<file path="src/rtl/cp0_trap_sequencer.sv">
// cp0_trap_sequencer: steers the CP0 datapath through exception entry and ERET return.
// It also raises the CP0 timer interrupt when Count matches Compare.
// Optional build macro TRAP_STATS_EN adds the trap_count/eret_count statistic outputs.
//
// state    | meaning
// ---------+----------------------------------------------------------
// IDLE     | waiting for an exception or ERET at a commit boundary
// FLUSH    | younger stages killed for FLUSH_CYCLES cycles
// SAVE     | one-cycle strobe so EPC/Cause/Status latch
// REDIRECT | fetch redirected to the handler, waiting for ack
// RET      | fetch redirected to the latched EPC, waiting for ack
module cp0_trap_sequencer #(
    parameter logic [31:0] HANDLER_ADDR = 32'h8000_0180,
    parameter int          FLUSH_CYCLES = 2
) (
    input  logic        clk,
    input  logic        reset,
    input  logic        instr_boundary,
    input  logic [31:0] commit_pc,
    input  logic        pendingexception,
    input  logic        eret_commit,
    input  logic [31:0] epc,
    input  logic        redirect_ack,
    input  logic [31:0] count,
    input  logic [31:0] compare,
    input  logic        compare_write,
    output logic        flush,
    output logic        stall_core,
    output logic        busy,
    output logic        cp0_activeexception,
    output logic        cp0_eret,
    output logic [31:0] cp0_pc,
    output logic        redirect_valid,
    output logic [31:0] redirect_target,
    output logic        in_handler,
    output logic        timer_irq
`ifdef TRAP_STATS_EN
    ,
    output logic [15:0] trap_count,
    output logic [15:0] eret_count
`endif
);

    typedef enum logic [2:0] {
        IDLE     = 3'd0,
        FLUSH    = 3'd1,
        SAVE     = 3'd2,
        REDIRECT = 3'd3,
        RET      = 3'd4
    } state_t;

    localparam logic [3:0] FLUSH_LOAD = 4'(FLUSH_CYCLES - 1);

    state_t      state, state_next;
    logic [3:0]  flush_cnt, flush_cnt_next;
    logic [31:0] cp0_pc_next, target_next;
    logic        in_handler_next;
    logic        flush_next, busy_next, act_next, eret_next, valid_next;

    // Next-state and next-output decode; every output is then registered.
    always_comb begin
        state_next      = state;
        flush_cnt_next  = flush_cnt;
        cp0_pc_next     = cp0_pc;
        target_next     = redirect_target;
        in_handler_next = in_handler;
        case (state)
            IDLE: begin
                if (instr_boundary && pendingexception) begin
                    state_next     = FLUSH;
                    cp0_pc_next    = commit_pc;
                    flush_cnt_next = FLUSH_LOAD;
                end else if (instr_boundary && eret_commit) begin
                    state_next  = RET;
                    target_next = epc;
                end
            end
            FLUSH: begin
                if (flush_cnt == 4'd0) state_next = SAVE;
                else                   flush_cnt_next = flush_cnt - 4'd1;
            end
            SAVE: begin
                state_next  = REDIRECT;
                target_next = HANDLER_ADDR;
            end
            REDIRECT: begin
                if (redirect_ack) begin
                    state_next      = IDLE;
                    in_handler_next = 1'b1;
                end
            end
            RET: begin
                if (redirect_ack) begin
                    state_next      = IDLE;
                    in_handler_next = 1'b0;
                end
            end
            default: state_next = IDLE;
        endcase
        busy_next  = (state_next != IDLE);
        flush_next = busy_next;
        act_next   = (state_next == SAVE);
        // ERET strobe only on the entry edge so it is one cycle per return.
        eret_next  = (state == IDLE) && (state_next == RET);
        valid_next = (state_next == REDIRECT) || (state_next == RET);
    end

    // State, latches and registered outputs.
    always_ff @(posedge clk) begin
        if (reset) begin
            state               <= IDLE;
            flush_cnt           <= 4'd0;
            cp0_pc              <= 32'd0;
            redirect_target     <= 32'd0;
            in_handler          <= 1'b0;
            flush               <= 1'b0;
            busy                <= 1'b0;
            cp0_activeexception <= 1'b0;
            cp0_eret            <= 1'b0;
            redirect_valid      <= 1'b0;
        end else begin
            state               <= state_next;
            flush_cnt           <= flush_cnt_next;
            cp0_pc              <= cp0_pc_next;
            redirect_target     <= target_next;
            in_handler          <= in_handler_next;
            flush               <= flush_next;
            busy                <= busy_next;
            cp0_activeexception <= act_next;
            cp0_eret            <= eret_next;
            redirect_valid      <= valid_next;
        end
    end

    assign stall_core = busy;

    // Timer interrupt: sticky on Count==Compare, cleared only by a Compare write.
    always_ff @(posedge clk) begin
        if (reset)                  timer_irq <= 1'b0;
        else if (compare_write)     timer_irq <= 1'b0;
        else if (count == compare)  timer_irq <= 1'b1;
    end

`ifdef TRAP_STATS_EN
    // Statistics count the strobe cycles themselves; both wrap naturally.
    always_ff @(posedge clk) begin
        if (reset) begin
            trap_count <= 16'd0;
            eret_count <= 16'd0;
        end else begin
            if (cp0_activeexception) trap_count <= trap_count + 16'd1;
            if (cp0_eret)            eret_count <= eret_count + 16'd1;
        end
    end
`endif

endmodule

</file>
<file path="config.mk">
export PLATFORM = sky130hd
export DESIGN_NAME = cp0_trap_sequencer
export DESIGN_NICKNAME = d
export VERILOG_FILES = /design/src/rtl/cp0_trap_sequencer.sv
export SDC_FILE = /design/constraint.sdc
export NUM_CORES = 1
export LEC_CHECK = 0
export ABC_AREA = 1
export CAP_MARGIN = 10
export CORE_AREA = 5 5 106 108
export DETAILED_ROUTE_END_ITERATION = 7
export DIE_AREA = 0 0 111 113
export GPL_ROUTABILITY_DRIVEN = 0
export PLACE_DENSITY = 0.75
export SYNTH_ARGS = -nofsm -noshare
export SYNTH_HDL_FRONTEND = slang
export SYNTH_SLANG_ARGS = --single-unit
</file>
<file path="constraint.sdc">
create_clock -name clk -period 2.57 [get_ports clk]
set_clock_uncertainty 0.2 [all_clocks]
set_input_delay 0.771 -clock clk [delete_from_list [all_inputs] [get_ports clk]]
set_output_delay 0.771 -clock clk [all_outputs]
set_load 0.005 [all_outputs]
</file>
==> metrics, run 1 <==
combinational share of power 0.276; CTS buffer count 9; share of cells above drive strength 1 0.0679; Worst EP arrival between 2 and 2.5 ns; Sink Count 77; post-synth top area cell dfxtp_1; Post-synth EDFFs 0; R2R cell count 7; Net Sw Frac 0.290; count of hold buffers inserted by post-cts repair 0; max-slew violations 0; CTS root buffer clkbuf_8; area of the die 12500 sq um; die height about 110 um; total power 3.19 mW; global-route wire length before repair approximately 18 mm; fin nets 824; P_sw approximately 0.93 mW; Pre-Repair DR Iteration Count 6; setup tns final 0 ns; Synth async-reset ratio 0; Hold Crit Class register to register; DR WL/cell 13.4 um; synth top area cells dfxtp_1, nand2_1, a21oi_1; GRT Total Usage 0.178; WL final 11.1 mm; Mapped Avg Cell Area 7.14 sq um; crit end category register; Synth Register Bits 77; Synth Net Count 623; Max Fclk 445 MHz; Hold Path Stages 2; critical path type input pin to register; setup bufs post-CTS 0; Skew-Pair Late Insertion Delay 0.34 ns; Final period util 0.874; Tmin final 2.25 ns; # rows 37; Post-DP Area 5640 sq um; die width 111 um; register share of total power 0.428; Internal 2.26 mW; Core Region a little over 10000 sq um; DP HPWL 8.81 mm; total gr overflow 0; run status finished clean; Cells after Synth 486; cell area after layout 5840 sq um; YS warnings 0; PostCTS Resize Cnt 0; Remaining DRCs 0; Post-synth top flop dfxtp_1; Pwr per Cell Area 546 nW/um^2; Req. time, crit path 2.64 ns; worst slew pin tran 0.409 ns; Critical Path Start instr_boundary; vias in the first global route 3866; leakage power around 2.3 nW; CTS tree done; Starting Density 0.342; Cell variety after synth 30; worst relative slew slack 0.728; antenna diode count 0; area share of the largest cell type after synthesis 0.444; sequential area share after synthesis 0.444; clk slew on worst S/H paths around 0.09 ns; H-Tree Depth 3; startpoint types input pin; via/cell ratio 4.52; commonest non-fill, non-tap cells in the layout clkdlybuf4s50_1, nand2_1, dfxtp_1, a21oi_1, inv_1; max cap viols 0; synthesized area 3470 sq um; initial antenna violation count 0; CTS Buffer Depth 2; multi-input logic area 1610 sq um; Seq. cell area 1540 sq um; Peak VDD IR about 0.37 mV; DR vias 3739; largest net degree at the start of global routing 33; Iteration-0 DRC Markers roughly 140; largest fanout on the critical path 32; Ports 207; Hold Fails Final Rpt 0; unrepaired setup endpoints after global routing false; DRT antenna net count 0; commonest non-fill, non-tap cell in the layout clkdlybuf4s50_1; Area Growth Syn to Fin 68.3%; Final Setup Violations 0; reg2reg start state[1]$_SDFF_PP0_; Port Buffer Count 206; clock power share 0.296; Fillers 938; HP Start timer_irq$_SDFFE_PP0N_
## Yosys cell counts, types with 6 or more instances
cell,n
nand2_1,176
buf_2,7
dfxtp_1,77
inv_1,47
nor2_1,18
xnor2_1,15
nand3_1,21
nor3_1,7
clkbuf_1,12
nand3_2,10
a21oi_1,67
o21ai_0,6
## state kept, by name, indices dropped and copies added (netlist names)
register             cells
cp0_eret                 1
redirect_target         32
flush_cnt                4
redirect_valid           1
in_handler               1
state                    3
cp0_pc                  32
cp0_activeexception      1
busy                     1
timer_irq                1
## per-stage QoR
step | std cells | utilization | setup slack [ns] | hold WS [ns]
4_1_cts | 828 | 0.576 | 0.303 | 0.254
3_5_place_dp | 812 | 0.556 | -0.0595 | 0.241
6_report | 828 | 0.576 | 0.324 | 0.246
2_1_floorplan | 486 | - | 0.825 | 0.241
5_1_grt | 828 | 0.576 | 0.203 | 0.284
3_3_place_gp | 812 | 0.556 | 0.0958 | 0.235
## per-layer routing
| layer | track usage | up-vias | share of wire | wire (um) |
|---|---|---|---|---|
| li1 | - | 1926 | - | - |
| met1 | 0.202 | 1638 | 0.42 | 4640 |
| met2 | 0.306 | 154 | 0.47 | 5230 |
| met3 | 0.0695 | 21 | 0.086 | 951 |
| met4 | 0.0640 | 0 | 0.025 | 276 |
| met5 | 0 | - | 0 | 0 |
## power by group through the flow
stage                     sequential, mW  clock [mW]  combinational (mW)
after floorplan                     1.39           0               0.393
after CTS                           1.37       0.988               0.892
after global placement              1.39           0               0.867
final                               1.37       0.944               0.881
after global routing                1.38        1.06               0.979
after detailed placement            1.39           0               0.888
## critical path, cell delays in order
cell and delay (ns):
clkdlybuf4s50_1 0.53, nand2_1 0.11, o21ai_2 0.19, nand2_4 0.12
inv_4 0.29, nand3_1 0.13, a21oi_1 0.16
## kinds of logic after synthesis
group / Yosys count / share of synthesized area
and+or+nand+nor: 242 / 0.304
DFF: 77 / 0.444
buffers and inverters: 73 / 0.0919
xor gates and xnor gates: 15 / 0.0379
adders and majority gates: 2 / 0.00721
AOI/OAI and AO/OA: 77 / 0.115
## final cells by class
type                    count  area share
repair buffers            214       0.365
multi-input cells         336       0.276
flip-flops and latches     77       0.264
inverters                  49      0.0319
well taps                 136      0.0291
clock buffers               9      0.0212
clock inverters             7      0.0137
## final timing paths
kind / endpoint / slack [ns]
worst max-delay path: redirect_target[28]$_SDFFE_PP0P_ / 0.32
worst min-delay path: timer_irq$_SDFFE_PP0N_ / 0.25
worst min register to register: timer_irq$_SDFFE_PP0N_ / 0.25
worst max register to register: redirect_target[28]$_SDFFE_PP0P_ / 0.79
Power figures use the tool's default switching activity.
==> run 2, diff against run 1 <==
DONT_BUFFER_PORTS = 1   (was not set)
GPL_ROUTABILITY_DRIVEN = not set   (was 0)
PLACE_DENSITY = not set   (was 0.75)
==> run 2 against run 1 <==
  * Combinational power fell by 53%
  * Utilization fell by 20 points
  * Register-to-register slack better by 0.04 ns
  * Count of clock-buffer cells in the layout rose by 1
  * Design area fell by 35%
  * First-iteration DRC count increased by 35%
==> metrics, run 2 (same netlist as run 1, synthesis figures left out) <==
run status finished clean; Hold Path Stages 2 (unchanged); count of hold buffers inserted by post-cts repair 0 (unchanged); Hold Crit Class register to register; commonest non-fill, non-tap cells in the layout nand2_1, dfxtp_1, a21oi_1, inv_1, nand3_1; H-Tree Depth 3 (unchanged); CTS Buffer Depth 2 (unchanged); # rows 37 (unchanged); Slowest cell on crit path dfxtp_1; max cap viols 0 (unchanged); Worst Hold End timer_irq$_SDFFE_PP0N_; Worst EP arrival 1.78 ns (-0.54 ns); die width 111 um (unchanged); setup bufs post-CTS 0 (unchanged); reg2reg start flush_cnt[0]$_SDFFE_PP0P_; worst slew pin tran 0.375 ns (-0.0336 ns); Remaining DRCs 0 (unchanged); Fillers 1079 (+15%); critical path, cell by cell inv_1 > ha_1 > nand2_1 > o21ai_0 > nand2_1 > inv_1 > nand2_1 > nand2_1 > nand2_1; R2R setup slack 0.83 ns (+0.04 ns); Tmin final 1.74 ns (-0.502 ns); Iteration-0 DRC Markers 185 (+35%); Sink Count 77 (unchanged); Area Growth Syn to Fin 8.58%; global-route wire length before repair 14.4 mm (-22%); Pre-Repair DR Iteration Count 5 (-1); Req. time, crit path 2.60 ns (-0.04 ns); largest fanout on the critical path 5 (-84%); DR WL/cell 14.6 um (+9.0%); Crit path top cell by count nand2_1; worst relative slew slack 0.750 (+0.0224); unrepaired setup endpoints after global routing false; leakage power 1.55 nW (-34%); Max Fclk 573 MHz (+29%); crit end category register; Final period util 0.679 (-0.195); total gr overflow 0 (unchanged); area of the die 12500 sq um (unchanged); largest stage delay on the critical path 0.33 ns (-0.20 ns); CTS root buffer clkbuf_8; PostCTS Resize Cnt 0 (unchanged); Starting Density 0.342 (unchanged); top flop regs cp0_pc: 32 flops, redirect_target: 32 flops, flush_cnt: 4 flops; vias in the first global route 2857 (-26%); die height 113 um (unchanged); DP HPWL 6.74 mm (-24%); setup tns final 0 ns (unchanged); commonest non-fill, non-tap cell in the layout nand2_1; reg2reg end busy$_SDFF_PP0_; HP Start timer_irq$_SDFFE_PP0N_; antenna diode count 0 (unchanged); CTS tree done; max-slew violations 0 (unchanged); largest net degree at the start of global routing 70 (+110%); Util after Layout 0.372 (-0.204); Pwr per Cell Area 758 nW/um^2 (+39%); WL final 9.03 mm (-19%); R2R cell count 9 (+2); Peak VDD IR 0.416 mV (+13%); critical path type register to register; GRT Total Usage 0.140 (-0.0385); clk slew on worst S/H paths 0.08 ns (about the same); share of cells above drive strength 1 0.0871 (+0.0192); Ports 207 (unchanged); Final Setup Violations 0 (unchanged); DRT antenna net count 0 (unchanged); startpoint types register; CTS buffer count 9 (unchanged); Hold Fails Final Rpt 0 (unchanged); initial antenna violation count 0 (unchanged); Port Buffer Count 0 (-100%); fin nets 614 (-25%); GP Congestion 0.801; via/cell ratio 4.83 (+6.9%); DR vias 2984 (-20%); Skew-Pair Late Insertion Delay 0.33 ns (about the same); Core Region 10100 sq um (unchanged)
[run 2: changes by cell type in the layout (fill, tap and decap cells not counted)]
cell             before  now
clkinv_4              1    0
buf_2                 1    0
buf_12                1    0
inv_8                 1    0
clkinvlp_4            1    2
clkdlybuf4s50_1     205    0
buf_4                 7    4
bufinv_16             1    2
clkbuf_8              9   10
clkinv_2              1    0
[run 2: area by class of cell]
type | instances | area (sq um) | share of cell area
clock buffers | 10 | 138 | 0.0365
clock inverters | 6 | 92.6 | 0.0246
inverters | 49 | 186 | 0.0495
multi-input cells | 336 | 1610 | 0.427
flip-flops and latches | 77 | 1540 | 0.409
well taps | 136 | 170 | 0.0452
repair buffers | 4 | 30.0 | 0.00797
[run 2: metrics by stage]
| step | std cells | total power, mW | hold WS [ns] | setup WS [ns] | area, sq um |
|---|---|---|---|---|---|
| 3_5_place_dp | 602 | 1.84 | 0.266 | 0.645 | 3540 |
| 2_1_floorplan | 486 | 1.79 | 0.241 | 0.825 | 3470 |
| 4_1_cts | 618 | 2.91 | 0.266 | 0.820 | 3770 |
| 6_report | 618 | 2.86 | 0.275 | 0.826 | 3770 |
| 3_3_place_gp | 602 | 1.83 | 0.262 | 0.704 | 3540 |
| 5_1_grt | 618 | 3.04 | 0.269 | 0.617 | 3770 |
[run 2: worst max-delay path by stage]
stage,startpoint,to,slack (ns),cells after the start
floorplan,instr_boundary,redirect_target[31]$_SDFFE_PP0P_,0.83,6
global placement,instr_boundary,redirect_target[8]$_SDFFE_PP0P_,0.70,6
detailed placement,instr_boundary,redirect_target[10]$_SDFFE_PP0P_,0.64,6
CTS,busy$_SDFF_PP0_,flush,0.82,0
global route,flush_cnt[0]$_SDFFE_PP0P_,busy$_SDFF_PP0_,0.62,9
finish,flush_cnt[0]$_SDFFE_PP0P_,busy$_SDFF_PP0_,0.83,9
[run 2: routing by layer]
| layer | track usage | routed length [um] | share of wire | vias to the layer above |
|---|---|---|---|---|
| met1 | 0.154 | 3490 | 0.39 | 1321 |
| met2 | 0.231 | 4350 | 0.48 | 153 |
| met5 | 0 | 0 | 0 | - |
| met3 | 0.0845 | 1140 | 0.13 | 4 |
| met4 | 0.0337 | 53 | 0.0059 | 0 |
| li1 | - | - | - | 1506 |
[run 2: worst max-delay path, delay by kind of cell, from the launching register on]
kind	cells	cell delay (ns)
flip-flops	1	0.33
adder cells (fa/ha/maj)	1	0.16
buffers and inverters	2	0.25
AND/OR/NAND/NOR	5	0.45
AO/OA/AOI/OAI	1	0.26
[run 2: power breakdown]
group          total [mW]  switching (mW)  internal, mW
logic               0.410           0.257         0.152
clock network        1.05           0.469         0.581
registers            1.40          0.0955          1.30
total                2.86           0.822          2.04
==> run 3, diff against run 2 <==
clock period = 1.8 ns   (was 2.57 ns; I/O delays follow)
==> run 3 against run 2 <==
  * Sequential cell count unchanged
  * Clock power increased by 28%
  * Wire length is 0.51% higher
  * Count of clock-buffer cells in the layout unchanged
  * Non-clock buffer count increased by 1
  * Design area hardly changed
  * Largest cell class unchanged
  * Largest power group unchanged
==> metrics, run 3 (same netlist as run 1, synthesis figures left out) <==
run status finished clean; R2R setup slack 0.19 ns (-0.64 ns); worst slew pin tran 0.342 ns (-0.0327 ns); GP Congestion 0.824 (+2.8%); count of hold buffers inserted by post-cts repair 0 (unchanged); largest fanout on the critical path 5 (unchanged); Final period util 0.895 (+0.216); Max Fclk 621 MHz (+8.3%); setup tns final 0 ns (unchanged); Hold Path Stages 1 (-1); WL final 9.07 mm (+0.51%); DP HPWL 6.91 mm (+2.6%); Sink Count 77 (unchanged); CTS root buffer clkbuf_8; antenna diode count 0 (unchanged); CTS tree done; Hold Crit Class input pin to register; R2R cell count 9 (unchanged); Hold Fails Final Rpt 0 (unchanged); clk slew on worst S/H paths 0.08 ns (about the same); crit path to busy$_SDFF_PP0_; share of cells above drive strength 1 0.0890 (+0.00189); Pre-Repair DR Iteration Count 4 (-1); reg2reg start flush_cnt[0]$_SDFFE_PP0P_; Area Growth Syn to Fin 8.69% (about the same); Worst EP arrival 1.64 ns (-0.14 ns); initial antenna violation count 0 (unchanged); Skew-Pair Late Insertion Delay 0.33 ns (about the same); Starting Density 0.342 (unchanged); global-route wire length before repair 14.5 mm (+0.91%); commonest non-fill, non-tap cells in the layout nand2_1, dfxtp_1, a21oi_1, inv_1, nand3_1; area of the die 12500 sq um (unchanged); crit end category register; startpoint types register; DRT antenna net count 0 (unchanged); Final Setup Violations 0 (unchanged); leakage power 1.55 nW (-0.38%); fin nets 615 (+0.16%); critical path type register to register; setup bufs post-CTS 0 (unchanged); total gr overflow 0 (unchanged); Peak VDD IR 0.561 mV (+35%); largest net degree at the start of global routing 70 (unchanged); die height 113 um (unchanged); Critical Path Start flush_cnt[0]$_SDFFE_PP0P_; Port Buffer Count 0 (unchanged); Tmin final 1.61 ns (-0.133 ns); Ports 207 (unchanged); total power 3.95 mW (+38%); Iteration-0 DRC Markers 219 (+18%); max-slew violations 0 (unchanged); # rows 37 (unchanged); CTS buffer count 9 (unchanged); DR vias 2965 (-0.64%); unrepaired setup endpoints after global routing false; reg2reg end busy$_SDFF_PP0_; die width 111 um (unchanged); Pwr per Cell Area 1050 nW/um^2 (+38%); via/cell ratio 4.79 (-0.80%); worst relative slew slack 0.769 (+0.0194); Remaining DRCs 0 (unchanged); max cap viols 0 (unchanged); Core Region 10100 sq um (unchanged); GRT Total Usage 0.140 (+0.000176); vias in the first global route 2831 (-0.91%); top flop regs cp0_pc: 32 flops, redirect_target: 32 flops, flush_cnt: 4 flops; commonest non-fill, non-tap cell in the layout nand2_1; Req. time, crit path 1.83 ns (-0.77 ns); DR WL/cell 14.7 um (+0.35%); PostCTS Resize Cnt 0 (unchanged); H-Tree Depth 3 (unchanged); CTS Buffer Depth 2 (unchanged)
## run 3: per-stage QoR
stage	cells	setup WS (ns)	area, sq um	util	hold slack [ns]
6_report	619	0.189	3770	0.372	0.0782
5_1_grt	619	0.00965	3770	0.372	0.0507
4_1_cts	619	0.0956	3770	0.371	0.0479
3_5_place_dp	603	0.104	3560	0.351	0.266
3_3_place_gp	603	0.165	3560	0.351	0.264
2_1_floorplan	486	0.286	3470	-	0.241
## run 3: power breakdown
group / internal (mW) / switching, mW
Sequential: 1.86 / 0.138
Clock: 0.686 / 0.658
Combinational: 0.231 / 0.376
Total: 2.78 / 1.17
## run 3: layout make-up
type | count | area, sq um
fill | 1074 | 6370
sequential | 77 | 1540
timing repair buffer | 5 | 53.8
tap | 136 | 170
multi-input combinational | 336 | 1610
inverter | 49 | 189
clock buffer | 10 | 138
clock inverter | 6 | 70.1
## run 3: worst min-delay path by stage
| stage | startpoint | end | slack (ns) |
|---|---|---|---|
| after floorplan | timer_irq$_SDFFE_PP0N_ | timer_irq$_SDFFE_PP0N_ | 0.24 |
| after global placement | timer_irq$_SDFFE_PP0N_ | timer_irq$_SDFFE_PP0N_ | 0.26 |
| after detailed placement | timer_irq$_SDFFE_PP0N_ | timer_irq$_SDFFE_PP0N_ | 0.27 |
| after CTS | reset | cp0_pc[24]$_SDFFE_PP0P_ | 0.05 |
| after global routing | reset | cp0_pc[24]$_SDFFE_PP0P_ | 0.05 |
| final | reset | cp0_pc[24]$_SDFFE_PP0P_ | 0.08 |
## run 3: routing by layer
| metal | global-route usage | share of wire |
|---|---|---|
| met1 | 0.165 | 0.39 |
| met2 | 0.223 | 0.48 |
| met3 | 0.0706 | 0.13 |
| met4 | 0.0443 | 0.011 |
| met5 | 0 | 0 |
## run 3: worst max-delay path, stage by stage, from the launching register on
cell,delay (ns)
dfxtp_1,0.31
inv_1,0.11
ha_1,0.16
nand2_1,0.06
o21ai_1,0.20
nand2_1,0.15
inv_1,0.12
nand2_1,0.05
nand2_1,0.08
nand2_1,0.06
